<file path="src/rtl/seg_display_ctrl.sv">
// seg_display_ctrl: drives the two 4-digit seven-segment banks used for ecall
// output. A load pulse captures a 32-bit value and shows it either as eight
// hex digits or as a signed decimal with leading-zero blanking. Decimal
// conversion runs on a 32-cycle sequential double-dabble engine.
//
// Ports:
//   clk      system clock
//   rst      asynchronous reset, active low
//   load     single-cycle capture request (ignored while busy)
//   data     value to display
//   mode     0 = hex, 1 = signed decimal
//   busy     decimal conversion in progress
//   seg      per-bank segment pattern, bit7..bit0 = a,b,c,d,e,f,g,dp
//   seg_sel  per-bank one-hot digit select; seg_sel[b][i] = digit 4*b+i
module seg_display_ctrl #(
  parameter int SCAN_DIV        = 100000,
  parameter bit SEG_ACTIVE_HIGH = 1'b1,
  parameter bit SEL_ACTIVE_HIGH = 1'b1
) (
  input  logic            clk,
  input  logic            rst,
  input  logic            load,
  input  logic [31:0]     data,
  input  logic            mode,
  output logic            busy,
  output logic [1:0][7:0] seg,
  output logic [1:0][3:0] seg_sel
);

  localparam int CW = (SCAN_DIV > 2) ? $clog2(SCAN_DIV) : 1;

  localparam logic [0:0] S_IDLE = 1'b0;
  localparam logic [0:0] S_CONV = 1'b1;

  // Digit codes: 0..15 hex value, plus two symbols.
  localparam logic [4:0] C_DASH  = 5'd16;
  localparam logic [4:0] C_BLANK = 5'd17;

  function automatic logic [7:0] glyph(input logic [4:0] c);
    case (c)
      5'd0:    glyph = 8'hFC;
      5'd1:    glyph = 8'h60;
      5'd2:    glyph = 8'hDA;
      5'd3:    glyph = 8'hF2;
      5'd4:    glyph = 8'h66;
      5'd5:    glyph = 8'hB6;
      5'd6:    glyph = 8'hBE;
      5'd7:    glyph = 8'hE0;
      5'd8:    glyph = 8'hFE;
      5'd9:    glyph = 8'hF6;
      5'd10:   glyph = 8'hEE;
      5'd11:   glyph = 8'h3E;
      5'd12:   glyph = 8'h9C;
      5'd13:   glyph = 8'h7A;
      5'd14:   glyph = 8'h9E;
      5'd15:   glyph = 8'h8E;
      5'd16:   glyph = 8'h02;
      default: glyph = 8'h00;
    endcase
  endfunction

  logic [0:0]       state_q, state_d;
  logic [31:0]      mag_q, mag_d;
  logic [39:0]      bcd_q, bcd_d, bcd_adj, bcd_nxt;
  logic             sign_q, sign_d;
  logic [4:0]       bit_q, bit_d;
  logic [7:0][4:0]  dig_q, dig_d, fmt;
  logic             lead, oor;

  logic [CW-1:0]    cnt_q, cnt_d;
  logic [1:0]       idx_q, idx_d;
  logic             scan_tc;
  logic [1:0][7:0]  seg_q, seg_d;
  logic [1:0][3:0]  sel_q, sel_d;

  // One double-dabble step: add 3 to every nibble >= 5, then shift in the
  // next magnitude bit. bcd_nxt on the last step is the final BCD result.
  always_comb begin
    bcd_adj = bcd_q;
    for (int n = 0; n < 10; n++)
      if (bcd_q[4*n +: 4] >= 4'd5) bcd_adj[4*n +: 4] = bcd_q[4*n +: 4] + 4'd3;
    bcd_nxt = {bcd_adj[38:0], mag_q[31]};
  end

  // Decimal formatting of the final BCD value into digit codes.
  always_comb begin
    fmt  = {8{C_BLANK}};
    lead = 1'b1;
    for (int k = 7; k >= 0; k--) begin
      if (lead && k != 0 && bcd_nxt[4*k +: 4] == 4'd0) begin
        fmt[k] = C_BLANK;
      end else begin
        lead   = 1'b0;
        fmt[k] = {1'b0, bcd_nxt[4*k +: 4]};
      end
    end
    // Walk downward so the freshly placed '-' is not seen as a digit below.
    if (sign_q)
      for (int k = 7; k >= 1; k--)
        if (fmt[k] == C_BLANK && fmt[k-1] != C_BLANK) fmt[k] = C_DASH;
    // Negative numbers leave one position for the sign: 7 digits max.
    oor = sign_q ? (bcd_nxt[39:28] != 12'd0) : (bcd_nxt[39:32] != 8'd0);
    if (oor) begin
      fmt    = {8{C_BLANK}};
      fmt[0] = 5'd14;
    end
  end

  always_comb begin
    state_d = state_q;
    mag_d   = mag_q;
    bcd_d   = bcd_q;
    sign_d  = sign_q;
    bit_d   = bit_q;
    dig_d   = dig_q;
    case (state_q)
      S_IDLE: begin
        if (load) begin
          if (mode) begin
            state_d = S_CONV;
            sign_d  = data[31];
            mag_d   = data[31] ? (~data + 32'd1) : data;
            bcd_d   = '0;
            bit_d   = '0;
          end else begin
            for (int k = 0; k < 8; k++) dig_d[k] = {1'b0, data[4*k +: 4]};
          end
        end
      end
      default: begin
        bcd_d = bcd_nxt;
        mag_d = {mag_q[30:0], 1'b0};
        bit_d = bit_q + 5'd1;
        if (bit_q == 5'd31) begin
          state_d = S_IDLE;
          dig_d   = fmt;
        end
      end
    endcase
  end

  // Scan: both banks share the index; seg/sel reload together on terminal count.
  always_comb begin
    scan_tc = (cnt_q == CW'(SCAN_DIV - 1));
    cnt_d   = scan_tc ? '0 : cnt_q + CW'(1);
    idx_d   = idx_q + {1'b0, scan_tc};
    seg_d   = seg_q;
    sel_d   = sel_q;
    if (scan_tc) begin
      for (int b = 0; b < 2; b++) begin
        seg_d[b] = glyph(dig_q[{b[0], idx_d}]);
        sel_d[b] = 4'b0001 << idx_d;
      end
    end
  end

  always_ff @(posedge clk or negedge rst) begin
    if (!rst) begin
      state_q <= S_IDLE;
      mag_q   <= '0;
      bcd_q   <= '0;
      sign_q  <= 1'b0;
      bit_q   <= '0;
      dig_q   <= {8{C_BLANK}};
      cnt_q   <= '0;
      idx_q   <= '0;
      seg_q   <= '0;
      sel_q   <= {2{4'b0001}};
    end else begin
      state_q <= state_d;
      mag_q   <= mag_d;
      bcd_q   <= bcd_d;
      sign_q  <= sign_d;
      bit_q   <= bit_d;
      dig_q   <= dig_d;
      cnt_q   <= cnt_d;
      idx_q   <= idx_d;
      seg_q   <= seg_d;
      sel_q   <= sel_d;
    end
  end

  assign busy    = (state_q == S_CONV);
  assign seg     = seg_q ^ {16{!SEG_ACTIVE_HIGH}};
  assign seg_sel = sel_q ^ {8{!SEL_ACTIVE_HIGH}};

endmodule

</file>
<file path="config.mk">
export PLATFORM = sky130hd
export DESIGN_NAME = seg_display_ctrl
export DESIGN_NICKNAME = d
export VERILOG_FILES = /design/src/rtl/seg_display_ctrl.sv
export SDC_FILE = /design/constraint.sdc
export NUM_CORES = 1
export LEC_CHECK = 0
export ABC_CLOCK_PERIOD_IN_PS = 11160
export BUFFER_PORTS_ARGS = -buffer_cell sky130_fd_sc_hd__clkbuf_2
export CORE_MARGIN = 2
export CORE_UTILIZATION = 42
export DETAILED_ROUTE_END_ITERATION = 8
export SKIP_CTS_REPAIR_TIMING = 1
export SYNTH_ARGS = -nofsm -noshare
export SYNTH_HDL_FRONTEND = slang
export SYNTH_SLANG_ARGS = --single-unit
export TNS_END_PERCENT = 20
</file>
<file path="constraint.sdc">
create_clock -name clk -period 11.16 [get_ports clk]
set_clock_uncertainty 0.2 [all_clocks]
set_input_delay 0.558 -clock clk [delete_from_list [all_inputs] [get_ports clk]]
set_output_delay 0.558 -clock clk [all_outputs]
set_load 0.02 [all_outputs]
</file>
### Word level (Yosys, flattened, before mapping)

Memory sizes are Yosys's and may differ from the RTL's. A register that Yosys moved wholly into a read port is not among the register bits.
Index checks and enable logic that the tools add are counted.

* $add $sub $neg: 14
* $lt $le $gt $ge: 12
* equal/unequal tests: 17
* shift-type cells: 1
* mux-type cells: 56
* bitwise operators: 2
* reductions and logical operators: 28

Operators by type and width (number)
* $mux W40: 8
* $mux W32: 4
* $mux W5: 19
* $eq A5 B5 Y1 const B: 8
* $ge A4 B3 Y1 const B: 10
* $add A4 B2 Y4 const B: 9
* $mux W4: 9
* $mux W35: 1
* $add A32 B1 Y32 const B: 1
* $not A32 Y32: 1
* $ne A5 B5 Y1 const B: 6
* $logic_not A4 Y1: 7
* $bmux W5 S2: 2
* $add A17 B1 Y17 const B: 1
* $eq A17 B17 Y1 const B: 1
* $mux W17: 1
* $logic_and A1 B1 Y1: 12
* $reduce_bool A12 Y1: 1
* $mux W1: 11
* $reduce_bool A8 Y1: 1
* $reduce_and A3 Y1: 2
* $add A5 B1 Y5 const B: 1
* $lt A2 B4 Y1 const B: 1
* $lt A3 B4 Y1 const B: 1
* other kinds (9): 12

* flip-flop bits (word level): 158
* ROM bits: 448
* logic and storage cells: 150
* memories: 2

Memory list
* (no name shown): depth 32, bits a word 7, rd ports 1, clocked after Yosys merged registers in 1, wr ports 0, line 40 `case (c)`
* (no name shown): depth 32, bits a word 7, rd ports 1, clocked after Yosys merged registers in 1, wr ports 0, line 40

### Longest topological paths before layout

Gate-level depths: netlist (run 1).

* depth after elaboration: 23
* depth in mapped cells: 18
* mapped depth without buffers: 16

### Worst setup path after synthesis (run 1)

No wires, ideal clock.

* path kind: register -> register
* start: reg cnt_q[0]
* end: reg seg_q (netlist bit seg[2])
* library setup time: 65 ps
* data arrival time: 3722 ps
* setup slack: 7173 ps
* stages on the path, launching flop included: 16
* buffers on the path: 3
* cells stage by stage: dfrtp_1 -> ha_1 -> inv_1 -> nor2_1 -> nand2_1 -> or2_2 -> inv_1 -> clkbuf_1 -> ha_1 -> buf_2 -> buf_2 -> mux4_2 -> ha_1 -> mux2_2 -> a2111oi_0 -> a21o_1

* word-level cells in the longest chain between the ends: 4

RTL lines
* start, declared: line 70 `logic [CW-1:0] cnt_q, cnt_d;`
* start signal, assigned: line 176 `cnt_q <= cnt_d;`
* $eq A17 B17 Y1: line 144 `scan_tc = (cnt_q == CW'(SCAN_DIV - 1));`
* $add A2 B1 Y2: line 146 `idx_d = idx_q + {1'b0, scan_tc};`
* via idx_d[0]: line 71 `logic [1:0] idx_q, idx_d;`
* $bmux W5 S2: line 151 `seg_d[b] = glyph(dig_q[{b[0], idx_d}]);`
* $mux W5 (implied by the code): line 151
* end, declared: line 73 `logic [1:0][7:0] seg_q, seg_d;`

The timed path passes the listed nets, and every way through them passes these cells. The select of a mux whose other input is x is not followed.
A chain may end at the register's enable or synchronous reset.

### Final worst setup path (run 1)

Same ends and word-level chain as after synthesis.

==> results.tsv, run 1 <==
metric	value	unit
status	complete, no violations	
CTS clk-pin slew, worst paths	0.06	ns
Syn Inst Count	1056	
pwr/cell area	250.1	nW/um^2
synthesized area per cell	8.896	um^2
worst slew pin tran	0.8678	ns
clock buffer depth	2	
Startpoint Class	flop	
WP buf/inv	2	
Hold Crit Class	in2async	
slowest stage delay, CP	0.65	ns
cells taking the most area after synthesis	dfrtp_1 37%, nand2_1 7.4%, o21ai_0 6.6%	
IO buf count	58	
reg2reg end	seg[2]	
Peak VDD IR	0.1079	mV
Arr. time, crit path	4.70	ns
post-synthesis cell type count	68	
Top FF cell, synth	dfrtp_1	
Setup WS post-layout	6.621	ns
critical-path cell list	ha_1 > inv_1 > nor2_1 > nand2_1 > or2_2 > inv_1 > ha_1 > mux4_2 > ha_1 > mux2_2 > a2111oi_0 > a21o_1	
DR vias/cell	5.489	
CP Class	reg2reg	
minimum clock period	4.539	ns
switching part of the total	40.50	%
slowest cell on the critical path	ha_1	
GRT Resource Usage Total	20.27	%
leak pwr	4.584	nW
Routed WL per cell	16.99	um
CTS Buf Count	17	
gr ovfl total	0	
sw power	1.054	mW
flop2flop setup slack	6.62	ns
Internal Dissipation	1.549	mW
first-pass GRT wire length	38220	um
Final period util	40.67	%
Placer Congestion	0.8637	
Comb power frac	42.3	%
FMAX	220.3	MHz
CP Data Required Time	11.32	ns
vias	7536	
final layout net count	1151	
Area Overhead vs Synth	10.77	%
yosys warns	0	
dpl ws	6.578	ns
I/O pin count	61	
Post-DRT Antenna Nets	0	
core area	21890	um^2
fin. max-slew vios	0	
final setup fails	0	
sequential power share	36.4	%
Post-synth ARST share	100.0	%
commonest non-fill, non-tap cell in the layout	nand2_1	
final std cells w/o fill	1373	
Root Buffer Master	clkbuf_16	
DRT iter0 DRCs	429	
Fin Hold WS	0.004281	ns
largest net degree at the start of global routing	91	
initial antenna violation count	0	
Crit. Startpoint	cnt_q[0]	
commonest cells after routing, fill and taps aside	184 x nand2_1, 138 x dfrtp_1, 124 x o21ai_0	
post-synth top area share	37.03	%
Yosys reg bits	156	
fraction of layout cells with a size suffix above 1	14.55	%
Worst setup EP type	flop	
CTS tree	yes	
Mapped Area	9394	um^2
max-cap viol count	0	
slew margin rel.	41.93	%
Setup Total Neg Slack	0	ns
Initial Util	42.91	%
worst reg2reg path depth	12	
# diodes	0	
Final Util	47.54	%
DRT Pass-1 Iters	5	
CTS H-Tree Depth	4	
die area	23580	um^2
Worst path most repeated cell	ha_1	
drt drc	0	
vias in the first global route	7047	
die width	153.6	um
clk sinks	156	
Reg2Reg Launch Point	cnt_q[0]	
Post-synth EDFFs	0	
Top Family by Delay on Critical Path	adder cells	
Clk pwr share	21.3	%
DRT Wirelength	23330	um
Seq/Total Area, Yosys	41.78	%
leading area contributor after synthesis	dfrtp_1	
placed cells	1341	
worst setup path endpoint	seg[2]	
Final Hold Vio Count	0	
Die H	153.6	um
unrepaired setup endpoints after global routing	no	
row cnt	54	
WP depth	12	
Skew-Pair Late Insertion Delay	0.43	ns
crit path max fanout	29	
HPWL Detailed	16190	um
[routing by layer]
metal / up-vias / global-route usage, % / wire, um
met1: 3598 / 29.58 / 11290
li1: 3755 / - / -
met4: 0 / 6.815 / 435
met3: 28 / 3.326 / 940
met5: - / 0 / 0
met2: 155 / 30.73 / 10660
[cell type report]
class                           instances  area (um^2)
Inverter                               42        157.7
Tap cell                              280        350.3
Clock inverter                         13        118.9
Multi-Input combinational cell        798         5059
Timing Repair Buffer                   65        349.1
Clock buffer                           19        442.9
Fill cell                            2153        11480
Sequential cell                       156         3929
[worst min-delay path by stage]
stage                         start  cells past startpoint         to
after floorplan                 rst                      0   bcd_q[0]
after global placement    mag_q[27]                      2  mag_q[28]
after detailed placement    seg[11]                      2    seg[11]
after CTS                       rst                      1  dig_q[36]
after global routing            rst                      1  dig_q[31]
final                           rst                      1    seg[13]
[registers in the layout (all words and copies together), names as in the netlist]
signal   flops
sign_q       1
mag_q       32
cnt_q       17
bit_q        5
idx_q        2
busy         1
dig_q       40
seg         14
seg_sel      4
bcd_q       40
[cell usage after synthesis, types with 6 or more instances]
cell type and n:
a21oi_1 61, a2bb2oi_1 15, a31oi_1 7, and2_1 7, buf_1 6, buf_2 9
buf_4 8, clkbuf_1 37, dfrtp_1 139, dfstp_2 17, ha_1 35, inv_1 41
mux2_2 11, mux2i_1 21, mux4_2 11, nand2_1 185, nand2b_1 18, nand3_1 16
nor2_1 70, nor2b_1 8, nor3_1 13, nor3b_1 13, o21ai_0 124, o22ai_1 11
o2bb2ai_1 6, o31ai_1 26, or3_1 11, xnor2_1 40, xor2_1 14
[metrics by stage]
step           area, um^2  total power, mW
6_report            10410            2.603
4_1_cts             10410            2.617
3_3_place_gp         9844            2.028
3_5_place_dp         9844            2.049
2_1_floorplan        9398            1.771
5_1_grt             10410            2.822
[power groups by stage]
| stage | combinational (mW) | sequential (mW) | clock (mW) |
|---|---|---|---|
| floorplan | 0.890 | 0.881 | 0 |
| finish | 1.10 | 0.946 | 0.556 |
| global placement | 1.08 | 0.948 | 0 |
| global route | 1.26 | 0.973 | 0.594 |
| CTS | 1.10 | 0.945 | 0.567 |
| detailed placement | 1.10 | 0.953 | 0 |
[kinds of logic (layout without fill, tap and decap cells)]
logic type | count (synthesis) | after routing | share of synthesized area [%]
AO/OA/AOI/OAI | 288 | 288 | 18.65
XOR/XNOR | 54 | 54 | 5.035
adder cells (fa/ha/maj) | 35 | 35 | 4.662
buffers and inverters | 103 | 139 | 4.595
flip-flops | 156 | 156 | 41.78
multiplexers | 43 | 43 | 6.193
other | 1 | 2 | 0.03992
AND/OR/NAND/NOR | 376 | 376 | 19.05
Note: power is estimated with default switching activity, not from simulation.
==> run 2, diff against run 1 <==
ABC_CLOCK_PERIOD_IN_PS = 4570   (was 11160)
clock period = 4.57 ns   (was 11.16 ns; I/O delays follow)
==> run 2 against run 1 <==
Effect of this change: the run now ends with hold timing left; flip-flop and latch count unchanged; largest cell class unchanged; critical path type unchanged; first-iteration DRC count increased by 35%; worst hold slack got worse by 0.020 ns; cell count increased by 0.66%; register-to-register slack worse by 5.9 ns; global-route usage is 0.46 points higher; via count is 1.6% higher.
==> results.tsv, run 2 (synthesis gave the netlist of run 1 again) <==
metric	value	unit	change
vias in the first global route	7444		was 7047
Arr. time, crit path	4.03	ns	was 4.70 ns
pwr/cell area	617.3	nW/um^2	was 250.1 nW/um^2
first-pass GRT wire length	39190	um	was 38220 um
Initial Util	42.91	%	unchanged
DRT Wirelength	23920	um	was 23330 um
commonest non-fill, non-tap cell in the layout	nand2_1		unchanged
largest net degree at the start of global routing	95		was 91
sw power	2.657	mW	was 1.054 mW
crit path max fanout	13		was 29
I/O pin count	61		unchanged
max-cap viol count	0		unchanged
Crit. Startpoint	cnt_q[0]		unchanged
Placer Congestion	0.8715		was 0.8637
Setup Total Neg Slack	0	ns	unchanged
Final period util	84.35	%	was 40.67%
Post-DRT Antenna Nets	0		unchanged
Die H	153.6	um	unchanged
Routed WL per cell	17.31	um	was 16.99 um
die width	153.6	um	unchanged
fraction of layout cells with a size suffix above 1	14.97	%	was 14.55%
# diodes	0		unchanged
dpl ws	0.6964	ns	was 6.578 ns
DRT iter0 DRCs	580		was 429
CTS tree	yes		unchanged
fillers	2095		was 2153
Fin Hold WS	-0.01609	ns	was 0.004281 ns
worst slew pin tran	0.9071	ns	was 0.8678 ns
Final Hold Vio Count	1		was 0
DR vias/cell	5.540		was 5.489
gr ovfl total	0		unchanged
leak pwr	4.671	nW	was 4.584 nW
CTS H-Tree Depth	4		unchanged
Hold Crit Class	in2reg		was in2async
CP Class	reg2reg		unchanged
final setup fails	0		unchanged
hold_sp	data[28]		
top flop regs	bcd_q x40, dig_q x40, mag_q x32		unchanged
Root Buffer Master	clkbuf_16		unchanged
Worst setup EP type	flop		unchanged
slew margin rel.	39.30	%	was 41.93%
GRT Resource Usage Total	20.73	%	was 20.27%
status	finished with violations		was complete, no violations
FMAX	259.4	MHz	was 220.3 MHz
unrepaired setup endpoints after global routing	no		unchanged
HPWL Detailed	16700	um	was 16190 um
CTS Buf Count	17		unchanged
vias	7656		was 7536
Reg2Reg Launch Point	cnt_q[0]		unchanged
Setup WS post-layout	0.7150	ns	was 6.621 ns
Final Util	48.22	%	was 47.54%
CTS clk-pin slew, worst paths	0.07	ns	was 0.06 ns
CP Data Required Time	4.74	ns	was 11.32 ns
Comb power frac	41.7	%	was 42.3%
core area	21890	um^2	unchanged
IO buf count	58		unchanged
clock buffer depth	2		unchanged
commonest cells after routing, fill and taps aside	184 x nand2_1, 138 x dfrtp_1, 124 x o21ai_0		unchanged
fin. max-slew vios	0		unchanged
clk sinks	156		unchanged
Skew-Pair Late Insertion Delay	0.43	ns	about the same
Area Overhead vs Synth	12.37	%	was 10.77%
drt drc	0		unchanged
Clk pwr share	23.1	%	was 21.3%
initial antenna violation count	0		unchanged
row cnt	54		unchanged
multi-input logic area	5059	um^2	unchanged
sequential power share	35.1	%	was 36.4%
Peak VDD IR	0.2996	mV	was 0.1079 mV
die area	23580	um^2	unchanged
DRT Pass-1 Iters	5		unchanged
minimum clock period	3.855	ns	was 4.539 ns
switching part of the total	40.78	%	was 40.50%
Internal Dissipation	3.859	mW	was 1.549 mW
register area	3929	um^2	unchanged
failing checks	hold timing		
Startpoint Class	flop		unchanged
final layout net count	1160		was 1151
run 2: changes by cell type in the layout (fill, tap and decap cells not counted), moves of 2 or more:
cell and change:
clkinv_4 -2, clkinv_8 +2, buf_4 +4, clkinvlp_4 -4, clkinv_2 -3, inv_6 +5
dlygate4sd3_1 +4, inv_8 +3
run 2: routing by layer:
metal,wire (um),GRT usage [%],vias to the layer above
li1,-,-,3766
met4,284,4.150,0
met3,917,3.664,23
met1,11400,29.14,3715
met2,11320,33.90,152
met5,0,0,-
run 2: final cells by class:
class	instances	share of cell area, %
Inverter	42	1.493
Sequential cell	156	37.22
Timing Repair Buffer	74	4.160
Multi-Input combinational cell	798	47.92
Clock buffer	17	4.030
Clock inverter	15	1.861
Tap cell	280	3.319
run 2: final timing paths:
kind | endpoint | slack, ns | depth (start not counted)
setup / recovery | seg[2] | 0.72 | 14
hold / removal | dig_q[35] | -0.02 | 3
setup reg to reg | seg[2] | 0.72 | 14
hold reg to reg | mag_q[28] | 0.28 | 2
max in group asynchronous | busy | 2.87 | 3
min in group asynchronous | cnt_q[8] | 0.19 | 2
run 2: power by group through the flow:
stage               Combinational, mW  Clock, mW  Sequential [mW]
finish                           2.72       1.51             2.29
global route                     3.10       1.59             2.36
CTS                              2.71       1.53             2.29
detailed placement               2.69          0             2.31
global placement                 2.65          0             2.30
floorplan                        2.17          0             2.15
run 2: through the flow:
stage,hold WS [ns],power [mW],cell area [um^2],std cells
global placement,0.1393,4.954,9894,1346
CTS,-0.3250,6.528,10520,1378
floorplan,-0.2671,4.325,9398,1057
detailed placement,0.1429,5.000,9894,1346
global route,0.01901,7.047,10560,1382
finish,-0.01609,6.516,10560,1382
run 2: worst max-delay path, stage by stage (launching register included):
cell	delay [ns]
dfrtp_1	0.38
ha_1	0.21
inv_1	0.05
nor2_1	0.22
nand2_1	0.14
or2_2	0.32
inv_1	0.08
ha_1	0.16
xnor2_1	0.11
inv_1	0.37
mux4_2	0.45
ha_1	0.28
mux2_2	0.28
a2111oi_0	0.41
a21o_1	0.12
==> run 3, diff against run 2 <==
ABC_CLOCK_PERIOD_IN_PS = 3750   (was 4570)
clock period = 3.75 ns   (was 4.57 ns; I/O delays follow)
==> run 3 against run 2 <==
Effect of this change: the flow still finishes with violations (hold timing); via count rose by 0.51%; global-route usage fell by 0.17 points; non-clock buffer count rose by 11; die area did not move; core utilization rose by 0.49 points; register-to-register slack got worse by 0.46 ns; routed wire length fell by 0.77%; cell count rose by 0.87%; critical path type unchanged; critical endpoint is now seg[12]; largest power group unchanged.
==> results.tsv, run 3 (synthesis gave the netlist of run 1 again) <==
metric	value	unit	change
leak pwr	4.709	nW	was 4.671 nW
row cnt	54		unchanged
final setup fails	0		unchanged
Placer Congestion	0.8519		was 0.8715
final std cells w/o fill	1394		was 1382
flop2flop setup slack	0.25	ns	was 0.72 ns
clock buffer depth	2		unchanged
CTS H-Tree Depth	4		unchanged
DRT Pass-1 Iters	7		was 5
Fin Hold WS	-0.02303	ns	was -0.01609 ns
Non-Filler Cell Area, Final	10660	um^2	was 10560 um^2
vias	7695		was 7656
failing checks	hold timing		unchanged
Routed WL per cell	17.03	um	was 17.31 um
Post-DRT Antenna Nets	0		unchanged
Area after DPL	9925	um^2	was 9894 um^2
Setup Total Neg Slack	0	ns	unchanged
Reg2Reg Launch Point	cnt_q[0]		unchanged
Arr. time, crit path	3.65	ns	was 4.03 ns
worst hold path stage count	3		unchanged
worst slew pin tran	0.8707	ns	was 0.9071 ns
DRT Wirelength	23730	um	was 23920 um
fraction of layout cells with a size suffix above 1	15.89	%	was 14.97%
CTS tree	yes		unchanged
# diodes	0		unchanged
die area	23580	um^2	unchanged
FMAX	286.0	MHz	was 259.4 MHz
Skew-Pair Late Insertion Delay	0.43	ns	about the same
slew margin rel.	41.95	%	was 39.30%
Comb power frac	42.5	%	was 41.7%
Peak VDD IR	0.3050	mV	was 0.2996 mV
CTS clk-pin slew, worst paths	0.06	ns	was 0.07 ns
reg2reg end	seg[12]		was seg[2]
fin. max-slew vios	0		unchanged
Worst Hold Endpoint	dig_q[36]		was dig_q[35]
status	finished with violations		unchanged
Final Util	48.71	%	was 48.22%
Internal Dissipation	4.793	mW	was 3.859 mW
Setup WS post-layout	0.2536	ns	was 0.7150 ns
worst reg2reg path depth	14		unchanged
HPWL Detailed	16760	um	was 16700 um
GRT Resource Usage Total	20.55	%	was 20.73%
Worst setup EP type	flop		unchanged
Tot Pwr	7.921	mW	was 6.516 mW
first-pass GRT wire length	38760	um	was 39190 um
CTS Buf Count	17		unchanged
Area Overhead vs Synth	13.52	%	was 12.37%
core area	21890	um^2	unchanged
commonest non-fill, non-tap cell in the layout	nand2_1		unchanged
switching part of the total	39.49	%	was 40.78%
final layout net count	1172		was 1160
fillers	2096		was 2095
Final Hold Vio Count	7		was 1
largest net degree at the start of global routing	91		was 95
DRT iter0 DRCs	417		was 580
max-cap viol count	0		unchanged
IO buf count	58		unchanged
Die H	153.6	um	unchanged
commonest cells after routing, fill and taps aside	184 x nand2_1, 138 x dfrtp_1, 124 x o21ai_0		unchanged
Root Buffer Master	clkbuf_16		unchanged
sequential power share	34.7	%	was 35.1%
CP Class	reg2reg		unchanged
multi-input logic area	5081	um^2	was 5059 um^2
Clk pwr share	22.8	%	was 23.1%
unrepaired setup endpoints after global routing	no		unchanged
I/O pin count	61		unchanged
register area	3929	um^2	unchanged
initial antenna violation count	0		unchanged
Hold Crit Class	in2reg		unchanged
clk sinks	156		unchanged
Final period util	93.24	%	was 84.35%
die width	153.6	um	unchanged
dpl ws	0.01024	ns	was 0.6964 ns
placed cells	1350		was 1346
CP Data Required Time	3.90	ns	was 4.74 ns
minimum clock period	3.496	ns	was 3.855 ns
top flop regs	bcd_q x40, dig_q x40, mag_q x32		unchanged
sw power	3.128	mW	was 2.657 mW
Startpoint Class	flop		unchanged
drt drc	0		unchanged
vias in the first global route	7140		was 7444
pwr/cell area	742.8	nW/um^2	was 617.3 nW/um^2
hold_sp	data[29]		was data[28]
Initial Util	42.91	%	unchanged
crit path max fanout	8		was 13
DR vias/cell	5.520		was 5.540
gr ovfl total	0		unchanged
==> run 3: power groups by stage <==
stage,clock (mW),combinational [mW],sequential [mW]
2_1_floorplan,0,2.65,2.62
3_3_place_gp,0,3.30,2.76
3_5_place_dp,0,3.34,2.77
4_1_cts,1.83,3.37,2.75
5_1_grt,1.91,3.82,2.84
6_report,1.81,3.37,2.75
==> run 3: layout make-up <==
type	count	area share, %
clock inverters	11	1.326
well taps	280	3.285
multi-input cells	798	47.65
repair inverters	1	0.04693
repair buffers	85	4.963
flip-flops and latches	156	36.84
clock buffers	21	4.412
inverters	42	1.478
==> run 3: critical path, cell delays in order (launching register included) <==
cell and delay (ns):
dfrtp_1 0.39, ha_1 0.22, inv_1 0.06, nor2_2 0.15, nand2_1 0.09, or2_2 0.31
inv_1 0.11, ha_4 0.20, buf_4 0.19, mux4_2 0.58, inv_1 0.13, ha_1 0.15
inv_1 0.04, mux4_2 0.43, o21ai_0 0.16
==> run 3: routing by layer <==
layer | vias up | part of all wire (%) | wire length, um | GRT usage (%)
met4 | 0 | 1.4 | 337 | 5.723
met3 | 21 | 4.3 | 1013 | 3.467
met2 | 162 | 48 | 11360 | 33.10
met5 | - | 0 | 0 | 0
met1 | 3717 | 46 | 11020 | 28.76
li1 | 3795 | - | - | -
==> run 3: worst max path at each step <==
stage | start | to | slack, ns | depth (start not counted)
final | cnt_q[0] | seg[12] | 0.25 | 14
after global routing | cnt_q[0] | seg[12] | 0.005 | 14
after CTS | cnt_q[0] | seg[2] | -0.006 | 14
after detailed placement | cnt_q[0] | seg[2] | 0.01 | 14
after global placement | cnt_q[0] | seg[2] | 0.08 | 14
after floorplan | cnt_q[0] | seg[2] | 0.005 | 15
